`src/rtl/led_step_ctrl.sv`:
```
// led_step_ctrl: en-strobe generator for the LED pattern modules.
// Free-run at a selectable period or one strobe per debounced button press.
// Ports: clk; reset (async, active-low); run, step_btn (async inputs);
//   div_sel[1:0] period select; en strobe; running (in RUN); tick_cnt[7:0].
// Macro LED_STEP_AUTORUN_EN: reset into RUN, hold until run is first seen high.
module led_step_ctrl #(
  parameter int CNT_W      = 27,
  parameter int DIV0       = 12_500_000,
  parameter int DIV1       = 25_000_000,
  parameter int DIV2       = 50_000_000,
  parameter int DIV3       = 100_000_000,
  parameter int DEB_CYCLES = 1_000_000,
  parameter int DEB_W      = 20
) (
  input  logic       clk,
  input  logic       reset,
  input  logic       run,
  input  logic       step_btn,
  input  logic [1:0] div_sel,
  output logic       en,
  output logic       running,
  output logic [7:0] tick_cnt
);

  typedef enum logic [1:0] {
    ST_STOP,
    ST_RUN,
    ST_STEP
  } state_t;

  // A zero divider would never wrap; clamp to one cycle.
  localparam int D0 = (DIV0 < 1) ? 1 : DIV0;
  localparam int D1 = (DIV1 < 1) ? 1 : DIV1;
  localparam int D2 = (DIV2 < 1) ? 1 : DIV2;
  localparam int D3 = (DIV3 < 1) ? 1 : DIV3;
  localparam int DB = (DEB_CYCLES < 1) ? 1 : DEB_CYCLES;

  localparam logic [CNT_W-1:0] P0 = CNT_W'(D0);
  localparam logic [CNT_W-1:0] P1 = CNT_W'(D1);
  localparam logic [CNT_W-1:0] P2 = CNT_W'(D2);
  localparam logic [CNT_W-1:0] P3 = CNT_W'(D3);
  localparam logic [DEB_W-1:0] DEB_LAST = DEB_W'(DB - 1);

`ifdef LED_STEP_AUTORUN_EN
  localparam state_t RST_STATE = ST_RUN;
  localparam logic   RST_RUN   = 1'b1;
`else
  localparam state_t RST_STATE = ST_STOP;
  localparam logic   RST_RUN   = 1'b0;
`endif

  logic             run_meta;
  logic             run_s;
  logic             step_meta;
  logic             step_s;
  logic             step_db;
  logic             step_req;
  logic [DEB_W-1:0] deb_cnt;
  logic             deb_hit;
  logic             run_drop;

  state_t           state;
  state_t           state_nx;
  logic [CNT_W-1:0] presc;
  logic [CNT_W-1:0] presc_nx;
  logic [CNT_W-1:0] period;
  logic [CNT_W-1:0] period_nx;
  logic [CNT_W-1:0] div_val;
  logic             wrap;

  always_ff @(posedge clk or negedge reset) begin
    if (!reset) begin
      run_meta  <= 1'b0;
      run_s     <= 1'b0;
      step_meta <= 1'b0;
      step_s    <= 1'b0;
    end else begin
      run_meta  <= run;
      run_s     <= run_meta;
      step_meta <= step_btn;
      step_s    <= step_meta;
    end
  end

  assign deb_hit = (step_s != step_db) &&
                   (deb_cnt == DEB_LAST);

  // step_req rises together with step_db on an accepted press.
  always_ff @(posedge clk or negedge reset) begin
    if (!reset) begin
      step_db  <= 1'b0;
      deb_cnt  <= '0;
      step_req <= 1'b0;
    end else begin
      step_req <= deb_hit & step_s;
      if (step_s == step_db) begin
        deb_cnt <= '0;
      end else if (deb_hit) begin
        deb_cnt <= '0;
        step_db <= step_s;
      end else begin
        deb_cnt <= deb_cnt + 1'b1;
      end
    end
  end

`ifdef LED_STEP_AUTORUN_EN
  logic run_seen;

  always_ff @(posedge clk or negedge reset) begin
    if (!reset) begin
      run_seen <= 1'b0;
    end else if (run_s) begin
      run_seen <= 1'b1;
    end
  end

  // Low run is only honoured once run has been high.
  assign run_drop = ~run_s & run_seen;
`else
  assign run_drop = ~run_s;
`endif

  always_comb begin
    div_val = P0;
    unique case (div_sel)
      2'd0: div_val = P0;
      2'd1: div_val = P1;
      2'd2: div_val = P2;
      2'd3: div_val = P3;
      default: div_val = P0;
    endcase
  end

  assign wrap = (presc == period - 1'b1);

  always_comb begin
    state_nx  = state;
    presc_nx  = presc;
    period_nx = period;
    en        = 1'b0;
    unique case (state)
      ST_STOP: begin
        presc_nx  = '0;
        period_nx = div_val;
        if (run_s) begin
          state_nx = ST_RUN;
        end else if (step_req) begin
          state_nx = ST_STEP;
        end
      end
      ST_RUN: begin
        if (run_drop) begin
          state_nx = ST_STOP;
          presc_nx = '0;
        end else if (wrap) begin
          en        = 1'b1;
          presc_nx  = '0;
          period_nx = div_val;
        end else begin
          presc_nx = presc + 1'b1;
        end
      end
      ST_STEP: begin
        en       = 1'b1;
        presc_nx = '0;
        state_nx = ST_STOP;
      end
      default: begin
        state_nx = ST_STOP;
        presc_nx = '0;
      end
    endcase
  end

  always_ff @(posedge clk or negedge reset) begin
    if (!reset) begin
      state    <= RST_STATE;
      presc    <= '0;
      period   <= P0;
      running  <= RST_RUN;
      tick_cnt <= '0;
    end else begin
      state    <= state_nx;
      presc    <= presc_nx;
      period   <= period_nx;
      running  <= (state_nx == ST_RUN);
      tick_cnt <= tick_cnt + {7'd0, en};
    end
  end

endmodule
```
`config.mk`:
```
export PLATFORM = sky130hd
export DESIGN_NAME = led_step_ctrl
export DESIGN_NICKNAME = d
export VERILOG_FILES = /design/src/rtl/led_step_ctrl.sv
export SDC_FILE = /design/constraint.sdc
export NUM_CORES = 1
export LEC_CHECK = 0
export ABC_CLOCK_PERIOD_IN_PS = 4040
export BUFFER_PORTS_ARGS = -buffer_cell sky130_fd_sc_hd__buf_2
export CAP_MARGIN = 10
export CORE_AREA = 4 4 179 94
export DETAILED_ROUTE_END_ITERATION = 7
export DIE_AREA = 0 0 183 98
export SYNTH_ARGS = -nofsm -noshare
export SYNTH_HDL_FRONTEND = slang
export SYNTH_SLANG_ARGS = --single-unit
```
`constraint.sdc`:
```
create_clock -name clk -period 4.04 [get_ports clk]
set_input_delay 0.808 -clock clk [delete_from_list [all_inputs] [get_ports clk]]
set_output_delay 0.808 -clock clk [all_outputs]
set_load 0.02 [all_outputs]
```
# After elaboration in Yosys (flattened, before gate mapping)
# Index checks and enable logic that the tools add are counted.
word_totals:
  in_bits: 6
  out_inout_bits: 10
  reg_bits: 91
classes:
  mux: 16
  add_sub_neg: 4
  n_reduce_logical: 6
  bitwise_logic: 2
  n_eq_ne: 12
ops:
  columns: ["op", "count"]
  rows:
  - ["two-way mux 27 bit", 5]
  - ["one-hot mux 27 bit (4 select lines)", 1]
  - ["one-hot mux 27 bit (2 select lines)", 1]
  - ["two-way mux 20 bit", 2]
  - ["adder 27 x 1 -> 27 bit, second input constant", 1]
  - ["== test 27 bit", 1]
  - ["subtractor 27 x 1 -> 27 bit, second input constant", 1]
  - ["adder 20 x 1 -> 20 bit, second input constant", 1]
  - ["== test 20 bit, second input constant", 1]
  - ["adder 8 x 1 -> 8 bit", 1]
  - ["== test 2 x 1 -> 1 bit, second input constant", 3]
  - ["== test 2 bit, second input constant", 3]
  - ["two-way mux 2 bit", 3]
  - ["zero test 2 bit", 2]
  - ["!= test 2 bit, second input constant", 2]
  - ["one-hot mux 2 bit (2 select lines)", 1]
  - ["AND reduction 3 bit", 1]
  - ["two-way mux 1 bit", 2]
  - ["one-hot mux 1 bit (2 select lines)", 1]
  - ["AND reduction 2 bit", 1]
  - ["nonzero test 2 bit", 1]
  - ["bitwise AND 1 bit", 1]
  - ["== test 1 bit", 1]
  - ["logical AND 1 bit", 1]
  - ["other kinds (2)", 2]

# Logic depth before layout (Yosys ltp)
# Gate-level depths: netlist of run 1.
depth:
  ltp_word: 6
  mapped_depth: 13
  ltp_nobuf: 13

# Least setup slack after synthesis of run 1
# OpenSTA, ideal clock, no wires.
synth_timing:
  kind: "reg2reg"
  start: "reg period[25]"
  end: "reg tick_cnt[7]"
  synth_period_minus_slack_ns: 3.216
  t_required_ns: 3.912
  arrival_time_ns: 3.087
  setup_ns: 0.128
  path_stages_with_launch: 13
  slack_ns: 0.824
  path_buffers: 1
  path_cell_list: "dfrtp_1 buf_6 or3_4 or3_1 a2111o_1 a21oi_1 nor3b_1 o21a_1 ha_1 and3_1 nand3_1 or2_2 xnor2_1"
synth_between:
  elab_chain_cells: 6
synth_rtl:
  columns: ["item", "line_no", "text"]
  rows:
  - ["start: declaration", "66", "logic [CNT_W-1:0] period;"]
  - ["start signal: assignment", "186", "period <= period_nx;"]
  - ["subtractor 27 x 1 -> 27 bit", "135", "assign wrap = (presc == period - 1'b1);"]
  - ["== test 27 bit", "135", null]
  - ["two-way mux 1 bit", "156", "end else if (wrap) begin"]
  - ["two-way mux 1 bit", "153", "if (run_drop) begin"]
  - ["one-hot mux 1 bit (2 select lines)", "142", "unique case (state)"]
  - ["via en", "20", "output logic en,"]
  - ["adder 8 x 1 -> 8 bit", "188", "tick_cnt <= tick_cnt + {7'd0, en};"]
  - ["end signal: assignment", "188", null]
  - ["end: declaration", "22", "output logic [7:0] tick_cnt"]
# The timed path passes the listed nets, and every way through them passes these cells.
# A chain may end at the register's enable or synchronous reset.

# Final worst setup path of run 1
layout_timing:
  start: "reg period[25]"
  end: "out en"
layout_between:
  elab_chain_cells: 5
layout_rtl:
  columns: ["item", "line_no"]
  rows:
  - ["subtractor 27 x 1 -> 27 bit", "135"]
  - ["== test 27 bit", "135"]
  - ["two-way mux 1 bit", "156"]
  - ["two-way mux 1 bit", "153"]
  - ["one-hot mux 1 bit (2 select lines)", "142"]
  - ["end: declaration", "20"]
# Every way passes these cells.

==> metrics.md, run 1 <==
| Metric | Value |
|---|---|
| Post-synthesis cell type count | 44 |
| Cts bufs inserted | 9 |
| Die Width | 183 um |
| Total GRT Usage | 8.54% |
| Commonest non-fill, non-tap cell in the layout | dfrtp_1 |
| Seq/Total Area, Yosys | 49.9% |
| Initial Util | 24.8% |
| Critical Setup Path Class | flip-flop to output port |
| IO Pins | 16 |
| DR vias | 2,534 |
| Cell depth of the worst hold path | 0 |
| Post-CTS setup buffers | 0 |
| Layout area overhead | 14.8% |
| Reg2reg end | tick_cnt[7]$_DFF_PN0_ |
| Synthesized flop and latch total | 75 |
| Syn Inst Count | 365 |
| PostCTS Resize Cnt | 0 |
| Root Driver | clkbuf_16 |
| Layout Skew | 5.82 ps |
| Initial antenna violation count | 0 |
| Peak supply drop | 0.205 mV |
| Post-Syn Area | 3780 um^2 |
| Pwr Density | 487 nW/um^2 |
| Status | finished, final reports clean |
| Rel. slew slack | 34.1% |
| Largest family of logic cells by synthesized area | simple AND/OR/NAND/NOR gates |
| Final period util | 85.9% |
| Port Buf Inserts | 15 |
| Core area | 15,200 um^2 |
| Final Net Count | 395 |
| Die Y | 98 um |
| Largest net degree at the start of global routing | 76 |
| Arr. time, crit path | 2660 ps |
| Avg Cell Area, Syn | 10.3 um^2 |
| Row count | 32 |
| Max incr delay on CP | 460 ps |
| CP max-delay cell | dfrtp_1 |
| Reg2reg path depth | 11 |
| RSZ-0062 raised after global routing | no |
| Synth warnings | 0 |
| Slew Viols, Final | 0 |
| Max Fclk | 0.288 GHz |
| Synthesized Nets | 379 |
| Clock tree buffer depth | 2 |
| Max Cap Viol | 0 |
| Share of cells above drive strength 1 | 12.4% |
| DRC viols | 0 |
| # hold bufs at CTS | 0 |
| CP cell instances | or3_4 > or3_1 > a2111o_1 > a21oi_1 > nor3b_1 > o21a_1 > buf_2 |
| HP Start | run_meta$_DFF_PN0_ |
| Final setup violation count | 0 |
| Critical Path RT | 3230 ps |
| CP Capture Type | output port |
| Post-route setup TNS | 0 ps |
| Worst-Skew Late Latency | 330 ps |
| Reg2reg setup slack | 880 ps |
| Synthesized-area fraction occupied by xor and xnor cells | 15.1% |
| Via/cell ratio | 4.29 |
| Pre-antenna DRT Iters | 4 |
| Setup crit start kind | flip-flop |
| Full die area | 17,900 um^2 |
| Pleak | 1.84 nW |
| # diodes | 0 |
| Hold Crit Class | flip-flop to flip-flop |
| Critical path fanouts, max | 8 |
| Overflow after GRT | 0 |
| Fin Hold WS | 353 ps |
| Hold Path End | run_s$_DFF_PN0_ |
| Tightest Pin Transition | 980 ps |
| Synth Area in Simple Gates | 21.4% |
| Minimum clock period | 3470 ps |
| EDFF count, synth | 0 |
| Synth Area in Compound Gates | 3.88% |
| Final hold violations | 0 |
| CTS clk-pin slew, worst paths | 60 ps |
| Global-route wire length before repair | 12,500 um |
| Ys async rst share | 100% |
| CTS tree | yes |
| CTS sink cnt | 75 |
| FF-to-FF Start | period[25]$_DFFE_PN0P_ |
| Post-synthesis mux area share | 3.48% |
| Drt wl/cell | 12.0 um |
| GP Congestion | 0.778 |
| DRT iter0 DRCs | 144 |
| Drt total wl | 7070 um |
| Top FF cell, synth | dfrtp_1 |
| CTS HTree Levels | 3 |
| Number of global-route vias before repair | 2,632 |
| Final ANT Viol Nets | 0 |
| Most frequent cells in the layout | dfrtp_1 (69), xor2_1 (36), nor2_1 (36) |
| Synth Area in Adders | 2.65% |
| Detail Placement HPWL | 4760 um |
Yosys cell counts, types with 2 or more instances:
cell	instances	area, um^2
nor2_1	36	135
a21oi_1	2	10.0
nand3_1	23	115
ha_1	8	100
nand4_1	13	81.3
nand2b_1	3	18.8
and3_1	8	50.1
inv_1	16	60.1
nor4b_1	2	17.5
nand3b_1	3	22.5
nor3_1	30	150
nor2b_1	3	18.8
xnor2_1	29	254
or2_2	3	18.8
or3_1	2	12.5
mux2i_1	6	60.1
xor2_1	36	315
o21ai_0	5	25.0
clkbuf_1	6	22.5
nor4_1	5	31.3
and4_1	2	17.5
dfrtp_1	69	1730
a31oi_1	2	12.5
buf_6	4	45.0
nor3b_1	2	15.0
nand2_1	21	78.8
dfstp_2	6	158
mux2_4	4	60.1
cell families after synthesis:
| kind of cell | Yosys count |
|---|---|
| and+or+nand+nor | 159 |
| DFF | 75 |
| xor gates and xnor gates | 65 |
| buffers and inverters | 28 |
| AOI/OAI and AO/OA | 19 |
| muxes | 11 |
| adders and majority gates | 8 |
stage by stage:
step	util, %	cells	power (W)	setup WS [ps]	cell area (um^2)
after global routing	28.5	590	0.00224	348	4340
after CTS	28.5	590	0.00215	538	4340
after detailed placement	26.6	574	0.00135	866	4050
final	28.5	590	0.00211	569	4340
after floorplan	-	365	0.00126	824	3780
after global placement	26.6	574	0.00135	897	4050
sequential cells by signal, indices dropped and copies added, names as in the netlist:
register,count
running,1
presc,27
step_s,1
step_db,1
run_s,1
step_meta,1
period,11
deb_cnt,20
tick_cnt,8
state,2
run_meta,1
step_req,1
routing by layer:
metal  up-vias  part of all wire [%]  global-route usage (%)
met5         -                     0                       0
met4         0                   1.8                    3.43
met3        10                   2.1                    2.57
met2        11                    47                    14.2
met1      1227                    49                    10.5
li1       1286                     -                       -
how the worst max path moves through the flow:
stage	start	end	depth (start not counted)
2_1_floorplan	period[25]$_DFFE_PN0P_	tick_cnt[7]$_DFF_PN0_	12
3_3_place_gp	period[25]$_DFFE_PN0P_	tick_cnt[7]$_DFF_PN0_	11
3_5_place_dp	period[25]$_DFFE_PN0P_	tick_cnt[7]$_DFF_PN0_	11
4_1_cts	period[25]$_DFFE_PN0P_	en	7
5_1_grt	period[6]$_DFFE_PN0P_	en	9
6_report	period[25]$_DFFE_PN0P_	en	7
worst max-delay path, delay by kind of cell (launching register included):
family                 cells  cell delay, ps
flip-flops                 1             460
AND/OR/NAND/NOR            3             970
buffers and inverters      1             160
AO/OA/AOI/OAI              3             740
power by group:
part           switching, W  internal [W]
sequential        0.0000769      0.000839
clock              0.000299      0.000476
combinational      0.000219      0.000201
total              0.000595       0.00152
layout make-up:
class	instances	area [um^2]
Inverter	16	60.1
Timing Repair Buffer	17	92.6
Tap cell	204	255
Clock buffer	11	233
Multi-Input combinational cell	262	1760
Clock inverter	5	53.8
Fill cell	1582	10900
Sequential cell	75	1880
Power figures use the tool's default switching activity.
==> inputs of run 2 (changes only) <==
--- a/config.mk
+++ b/config.mk
@@ -9,6 +9,7 @@
 export BUFFER_PORTS_ARGS = -buffer_cell sky130_fd_sc_hd__buf_2
 export CAP_MARGIN = 10
 export CORE_AREA = 4 4 179 94
+export CTS_CLUSTER_SIZE = 12
 export DETAILED_ROUTE_END_ITERATION = 7
 export DIE_AREA = 0 0 183 98
 export SYNTH_ARGS = -nofsm -noshare
==> constraint.sdc (replaced) <==
create_clock -name clk -period 4.04 [get_ports clk]
set_input_delay 0.808 -clock clk [delete_from_list [all_inputs] [get_ports clk]]
set_output_delay 0.808 -clock clk [all_outputs]
set_load 0.05 [all_outputs]
==> run 2 against run 1 <==
Compared with the run above: critical path depth stayed put; flip-flop and latch count stayed put; sequential share of layout area is 0.80 points lower; die area stayed put; via count is 1.1% higher; register-to-register slack worse by 20 ps; first-iteration DRC count is 22% lower; utilization is 0.53 points higher; hold slack worse by 3.1 ps; critical endpoint unchanged; highest routed layer unchanged.
==> metrics.md, run 2 (synthesis results as in run 1) <==
| Metric | Value |
|---|---|
| DR vias | 2,562 (was 2,534) |
| Hold Crit Class | flip-flop to flip-flop (unchanged) |
| Part of the power in registers | 39.3% (was 43.4%) |
| Detail Placement HPWL | 4880 um (was 4760 um) |
| Overflow after GRT | 0 (unchanged) |
| Row count | 32 (unchanged) |
| Largest net degree at the start of global routing | 76 (unchanged) |
| Rel. slew slack | 35.0% (was 34.1%) |
| PostCTS Resize Cnt | 0 (unchanged) |
| Max reg flops | 27 (unchanged) |
| CP max-delay cell | dfrtp_1 (unchanged) |
| CTS sink cnt | 75 (unchanged) |
| CP startpoint | period[25]$_DFFE_PN0P_ (unchanged) |
| FF-to-FF Start | period[25]$_DFFE_PN0P_ (unchanged) |
| Critical Path RT | 3230 ps (about the same) |
| Post-route setup TNS | 0 ps (unchanged) |
| Tightest Pin Transition | 967 ps (was 980 ps) |
| Max incr delay on CP | 460 ps (about the same) |
| Fin Hold WS | 350 ps (was 353 ps) |
| Pre-antenna DRT Iters | 4 (unchanged) |
| HP Start | run_meta$_DFF_PN0_ (unchanged) |
| Critical Setup Path Class | flip-flop to output port (unchanged) |
| DRC viols | 0 (unchanged) |
| DRT iter0 DRCs | 113 (was 144) |
| Number of global-route vias before repair | 2,633 (was 2,632) |
| Max Fclk | 0.279 GHz (was 0.288 GHz) |
| Global-route wire length before repair | 12,700 um (was 12,500 um) |
| CTS clk-pin slew, worst paths | 60 ps (about the same) |
| CP cell instances | or3_4 > or3_1 > a2111o_1 > a21oi_1 > nor3b_1 > o21a_1 > buf_2 (unchanged) |
| Initial antenna violation count | 0 (unchanged) |
| Core area | 15,200 um^2 (unchanged) |
| Biggest registers after layout | presc x27, deb_cnt x20, period x11 (unchanged) |
| # hold bufs at CTS | 0 (unchanged) |
| Pwr Density | 528 nW/um^2 (was 487 nW/um^2) |
| Arr. time, crit path | 2770 ps (was 2660 ps) |
| Fin cells | 590 (unchanged) |
| Worst-Skew Late Latency | 340 ps (was 330 ps) |
| CP Capture Type | output port (unchanged) |
| Final setup violation count | 0 (unchanged) |
| Final ANT Viol Nets | 0 (unchanged) |
| Layout Skew | 8.14 ps (was 5.82 ps) |
| Final Net Count | 395 (unchanged) |
| Post-Place Cells | 574 (unchanged) |
| Largest Register | presc (unchanged) |
| Cts bufs inserted | 9 (unchanged) |
| Drt total wl | 7190 um (was 7070 um) |
| Critical path fanouts, max | 8 (unchanged) |
| Slew Viols, Final | 0 (unchanged) |
| Max Cap Viol | 0 (unchanged) |
| Final period util | 88.6% (was 85.9%) |
| Layout area overhead | 16.9% (was 14.8%) |
| # diodes | 0 (unchanged) |
| Switch Pwr | 0.000610 W (was 0.000595 W) |
| Die Width | 183 um (unchanged) |
| FF+latch area | 1880 um^2 (unchanged) |
| Minimum clock period | 3580 ps (was 3470 ps) |
| Share of cells above drive strength 1 | 12.7% (was 12.4%) |
| # fillers | 1,588 (was 1,582) |
| Clock tree buffer depth | 2 (unchanged) |
| RSZ-0062 raised after global routing | no (unchanged) |
| Drt wl/cell | 12.2 um (was 12.0 um) |
| Post-CTS setup buffers | 0 (unchanged) |
| Combinational Power Share | 18.4% (was 19.9%) |
| Die Y | 98 um (unchanged) |
| Switching portion of total power | 26.2% (was 28.2%) |
| Via/cell ratio | 4.34 (was 4.29) |
| GP Congestion | 0.785 (was 0.778) |
| Port Buf Inserts | 15 (unchanged) |
| Status | finished, final reports clean (unchanged) |
| Most frequent cells in the layout | dfrtp_1 (69), xor2_1 (36), nor2_1 (36) (unchanged) |
| Clock Power Share | 42.3% (was 36.7%) |
| IO Pins | 16 (unchanged) |
| CTS HTree Levels | 3 (unchanged) |
| Full die area | 17,900 um^2 (unchanged) |
| CTS tree | yes (unchanged) |
| Pleak | 1.88 nW (was 1.84 nW) |
| Final hold violations | 0 (unchanged) |
| Commonest non-fill, non-tap cell in the layout | dfrtp_1 (unchanged) |
| Peak supply drop | 0.191 mV (was 0.205 mV) |
| Total GRT Usage | 8.67% (was 8.54%) |
| Multi-input gate area | 1760 um^2 (unchanged) |
| Pint | 0.00172 W (was 0.00152 W) |
| Overall Power | 0.00233 W (was 0.00211 W) |
| Root Driver | clkbuf_16 (unchanged) |
| Initial Util | 24.8% (unchanged) |
| Setup crit start kind | flip-flop (unchanged) |
-- run 2: cell count changes in the layout (fill, tap and decap cells not counted), sizes merged --
cell | before | now
bufinv | 1 | 4
clkinv | 4 | 1
-- run 2: worst max-delay path, delay by kind of cell, from the launching register on --
kind / cells / cell delay, ps
buf+inv: 1 / 270
simple gates: 3 / 960
flops: 1 / 460
compound gates: 3 / 740
-- run 2: worst paths after layout --
| path | end | slack [ps] | depth (start not counted) |
|---|---|---|---|
| worst min-delay path | run_s$_DFF_PN0_ | 350 | 0 |
| worst min register to register | run_s$_DFF_PN0_ | 350 | 0 |
| max in group asynchronous | presc[12]$_DFF_PN0_ | 2800 | 1 |
| min in group asynchronous | deb_cnt[0]$_DFF_PN0_ | 610 | 1 |
| worst max register to register | tick_cnt[7]$_DFF_PN0_ | 860 | 11 |
| worst max-delay path | en | 460 | 7 |
-- run 2: metrics by stage --
step / cell area (um^2) / util (%) / setup slack (ps)
global route: 4420 / 29.0 / 260
finish: 4420 / 29.0 / 459
floorplan: 3780 / - / 549
CTS: 4420 / 29.0 / 426
detailed placement: 4050 / 26.6 / 812
global placement: 4050 / 26.6 / 806
-- run 2: area by class of cell --
cell class	instances	area share [%]
well taps	204	5.78
inverters	16	1.36
clock buffers	11	5.50
repair buffers	17	2.10
flip-flops and latches	75	42.7
clock inverters	5	2.83
multi-input cells	262	39.8
-- run 2: power by group through the flow --
stage	logic [W]	registers (W)	clock network, W
5_1_grt	0.000482	0.000929	0.00105
3_5_place_dp	0.000435	0.000931	0
2_1_floorplan	0.000363	0.000913	0
3_3_place_gp	0.000432	0.000927	0
4_1_cts	0.000438	0.000918	0.00102
6_report	0.000429	0.000916	0.000987
-- run 2: metal layers --
| layer | vias to the layer above | global-route usage [%] | part of all wire, % |
|---|---|---|---|
| met4 | 0 | 2.80 | 1.5 |
| met5 | - | 0 | 0 |
| met3 | 9 | 3.13 | 2.9 |
| li1 | 1276 | - | - |
| met2 | 19 | 14.2 | 48 |
| met1 | 1258 | 10.7 | 47 |
==> inputs of run 3 (changes only) <==
--- a/config.mk
+++ b/config.mk
@@ -8,10 +8,11 @@
 export ABC_CLOCK_PERIOD_IN_PS = 4040
 export BUFFER_PORTS_ARGS = -buffer_cell sky130_fd_sc_hd__buf_2
 export CAP_MARGIN = 10
-export CORE_AREA = 4 4 179 94
+export CORE_AREA = 4 4 164 103
 export CTS_CLUSTER_SIZE = 12
 export DETAILED_ROUTE_END_ITERATION = 7
-export DIE_AREA = 0 0 183 98
+export DIE_AREA = 0 0 168 107
+export SETUP_SLACK_MARGIN = 0.15
 export SYNTH_ARGS = -nofsm -noshare
 export SYNTH_HDL_FRONTEND = slang
 export SYNTH_SLANG_ARGS = --single-unit
==> run 3 against run 2 <==
Compared with the run above: global-route usage increased by 1.0 points; sequential share of layout area is 0.40 points higher; hold slack worse by 1.7 ps; clock skew increased by 0.91 ps; register-to-register slack worse by 80 ps; clock-buffer cell count is 1 lower; die area grew 0.23%; flip-flop and latch count did not move; final cell count is 0.17% lower; setup slack worse by 79 ps; routed wire length grew 14%; utilization fell by 0.24 points.
==> metrics.md, run 3 (synthesis results as in run 1) <==
| Metric | Value |
|---|---|
| Most frequent cells in the layout | dfrtp_1 (69), xor2_1 (36), nor2_1 (36) (unchanged) |
| Total GRT Usage | 9.67% (was 8.67%) |
| RSZ-0062 raised after global routing | no (unchanged) |
| Clock tree buffer depth | 2 (unchanged) |
| Number of global-route vias before repair | 2,577 (was 2,633) |
| Post-route setup TNS | 0 ps (unchanged) |
| Reg2reg path depth | 11 (unchanged) |
| Cell area after placement | 4050 um^2 (about the same) |
| Full die area | 18,000 um^2 (was 17,900 um^2) |
| CP Capture Type | output port (unchanged) |
| Share of cells above drive strength 1 | 13.0% (was 12.7%) |
| Reg2reg end | tick_cnt[7]$_DFF_PN0_ (unchanged) |
| CTS HTree Levels | 3 (unchanged) |
| WL met2 | 3400 um (was 3450 um) |
| Pleak | 1.85 nW (was 1.88 nW) |
| Critical path fanouts, max | 8 (unchanged) |
| Root Driver | clkbuf_16 (unchanged) |
| Arr. time, crit path | 2850 ps (was 2770 ps) |
| Via/cell ratio | 4.52 (was 4.34) |
| Worst setup path endpoint | en (unchanged) |
| Global-route wire length before repair | 13,800 um (was 12,700 um) |
| Largest Register | presc (unchanged) |
| Post-CTS setup buffers | 0 (unchanged) |
| Max Fclk | 0.273 GHz (was 0.279 GHz) |
| Peak supply drop | 0.240 mV (was 0.191 mV) |
| CTS clk-pin slew, worst paths | 60 ps (about the same) |
| Biggest registers after layout | presc x27, deb_cnt x20, period x11 (unchanged) |
| Die Y | 107 um (was 98 um) |
| Max Cap Viol | 0 (unchanged) |
| Largest net degree at the start of global routing | 76 (unchanged) |
| Critical Path RT | 3230 ps (about the same) |
| M1 WL | 4400 um (was 3410 um) |
| CP max-delay cell | dfrtp_1 (unchanged) |
| Detail Placement HPWL | 5720 um (was 4880 um) |
| Final hold violations | 0 (unchanged) |
| Commonest non-fill, non-tap cell in the layout | dfrtp_1 (unchanged) |
| IO Pins | 16 (unchanged) |
| Worst-Skew Late Latency | 340 ps (about the same) |
| Final setup violation count | 0 (unchanged) |
| Max reg flops | 27 (unchanged) |
| Rel. slew slack | 31.0% (was 35.0%) |
| Initial Util | 24.9% (was 24.8%) |
| Status | finished, final reports clean (unchanged) |
| Drt total wl | 8190 um (was 7190 um) |
| Row count | 35 (was 32) |
| Post-Place Cells | 573 (was 574) |
| Fin cells | 589 (was 590) |
| DR top layer | met4 (unchanged) |
| Critical Setup Path Class | flip-flop to output port (unchanged) |
| CP cell instances | or3_4 > or3_1 > a2111o_1 > a21oi_1 > nor3b_1 > o21a_1 > buf_2 (unchanged) |
| DR WL met3 | 345 um (was 208 um) |
| Final Net Count | 395 (unchanged) |
| PostCTS Resize Cnt | 0 (unchanged) |
| DR vias | 2,662 (was 2,562) |
| Die Width | 168 um (was 183 um) |
| CTS sink cnt | 75 (unchanged) |
| CTS tree | yes (unchanged) |
| Layout Skew | 9.04 ps (was 8.14 ps) |
| Final ANT Viol Nets | 0 (unchanged) |
| Cts bufs inserted | 9 (unchanged) |
| Max incr delay on CP | 480 ps (was 460 ps) |
| # diodes | 0 (unchanged) |
| DRT iter0 DRCs | 227 (was 113) |
| Layout area overhead | 15.8% (was 16.9%) |
| Final instance area | 4380 um^2 (was 4420 um^2) |
| Initial antenna violation count | 0 (unchanged) |
| Reg2reg setup slack | 780 ps (was 860 ps) |
| Drt wl/cell | 13.9 um (was 12.2 um) |
| Setup crit start kind | flip-flop (unchanged) |
| Hold Crit Class | flip-flop to flip-flop (unchanged) |
| # hold bufs at CTS | 0 (unchanged) |
| Pre-antenna DRT Iters | 5 (was 4) |
| Slew Viols, Final | 0 (unchanged) |
| CP startpoint | period[25]$_DFFE_PN0P_ (unchanged) |
| FF-to-FF Start | period[25]$_DFFE_PN0P_ (unchanged) |
| Pwr Density | 512 nW/um^2 (was 528 nW/um^2) |
| Tightest Pin Transition | 1030 ps (was 967 ps) |
| Core area | 15,200 um^2 (about the same) |
| Minimum clock period | 3660 ps (was 3580 ps) |
| GP Congestion | 0.828 (was 0.785) |
| DRC viols | 0 (unchanged) |
| Final period util | 90.6% (was 88.6%) |
| Port Buf Inserts | 15 (unchanged) |
| Overflow after GRT | 0 (unchanged) |
-- run 3: metal layers --
layer	vias up	GRT usage, %
met5	-	0
met4	0	2.95
met3	2	2.69
met2	44	13.1
met1	1331	14.6
li1	1285	-
-- run 3: how the worst min path moves through the flow --
stage / depth (start not counted) / start / to
4_1_cts: 0 / step_meta$_DFF_PN0_ / step_s$_DFF_PN0_
3_5_place_dp: 0 / step_meta$_DFF_PN0_ / step_s$_DFF_PN0_
6_report: 0 / step_meta$_DFF_PN0_ / step_s$_DFF_PN0_
3_3_place_gp: 0 / run_meta$_DFF_PN0_ / run_s$_DFF_PN0_
2_1_floorplan: 0 / run_meta$_DFF_PN0_ / run_s$_DFF_PN0_
5_1_grt: 0 / step_meta$_DFF_PN0_ / step_s$_DFF_PN0_
-- run 3: critical path: cells and delay by family (launching register included) --
| family | cells | cell delay [ps] |
|---|---|---|
| and+or+nand+nor | 3 | 1010 |
| DFF | 1 | 480 |
| buffers and inverters | 1 | 270 |
| AOI/OAI and AO/OA | 3 | 760 |
-- run 3: layout make-up --
cell class	instances	area, um^2
Sequential cell	75	1880
Clock inverter	6	88.8
Inverter	16	60.1
Multi-Input combinational cell	262	1760
Tap cell	203	254
Fill cell	1567	10800
Clock buffer	10	239
Timing Repair Buffer	17	92.6
-- run 3: metrics by stage --
step                      worst slack (ps)  util, %  hold slack [ps]  total power [W]
final                                  380     28.8              348          0.00224
after global routing                   159     28.8              360          0.00235
after CTS                              352     28.8              349          0.00226
after detailed placement               735     26.6              335          0.00137
after global placement                 798     26.6              338          0.00136
after floorplan                        549        -              331          0.00128
-- run 3: power breakdown --
part / internal (W) / leakage [nW] / total (W) / switching (W)
registers: 0.000839 / 1.00 / 0.000924 / 0.0000848
clock network: 0.000557 / 0.155 / 0.000871 / 0.000314
logic: 0.000202 / 0.698 / 0.000444 / 0.000243
total: 0.00160 / 1.85 / 0.00224 / 0.000641
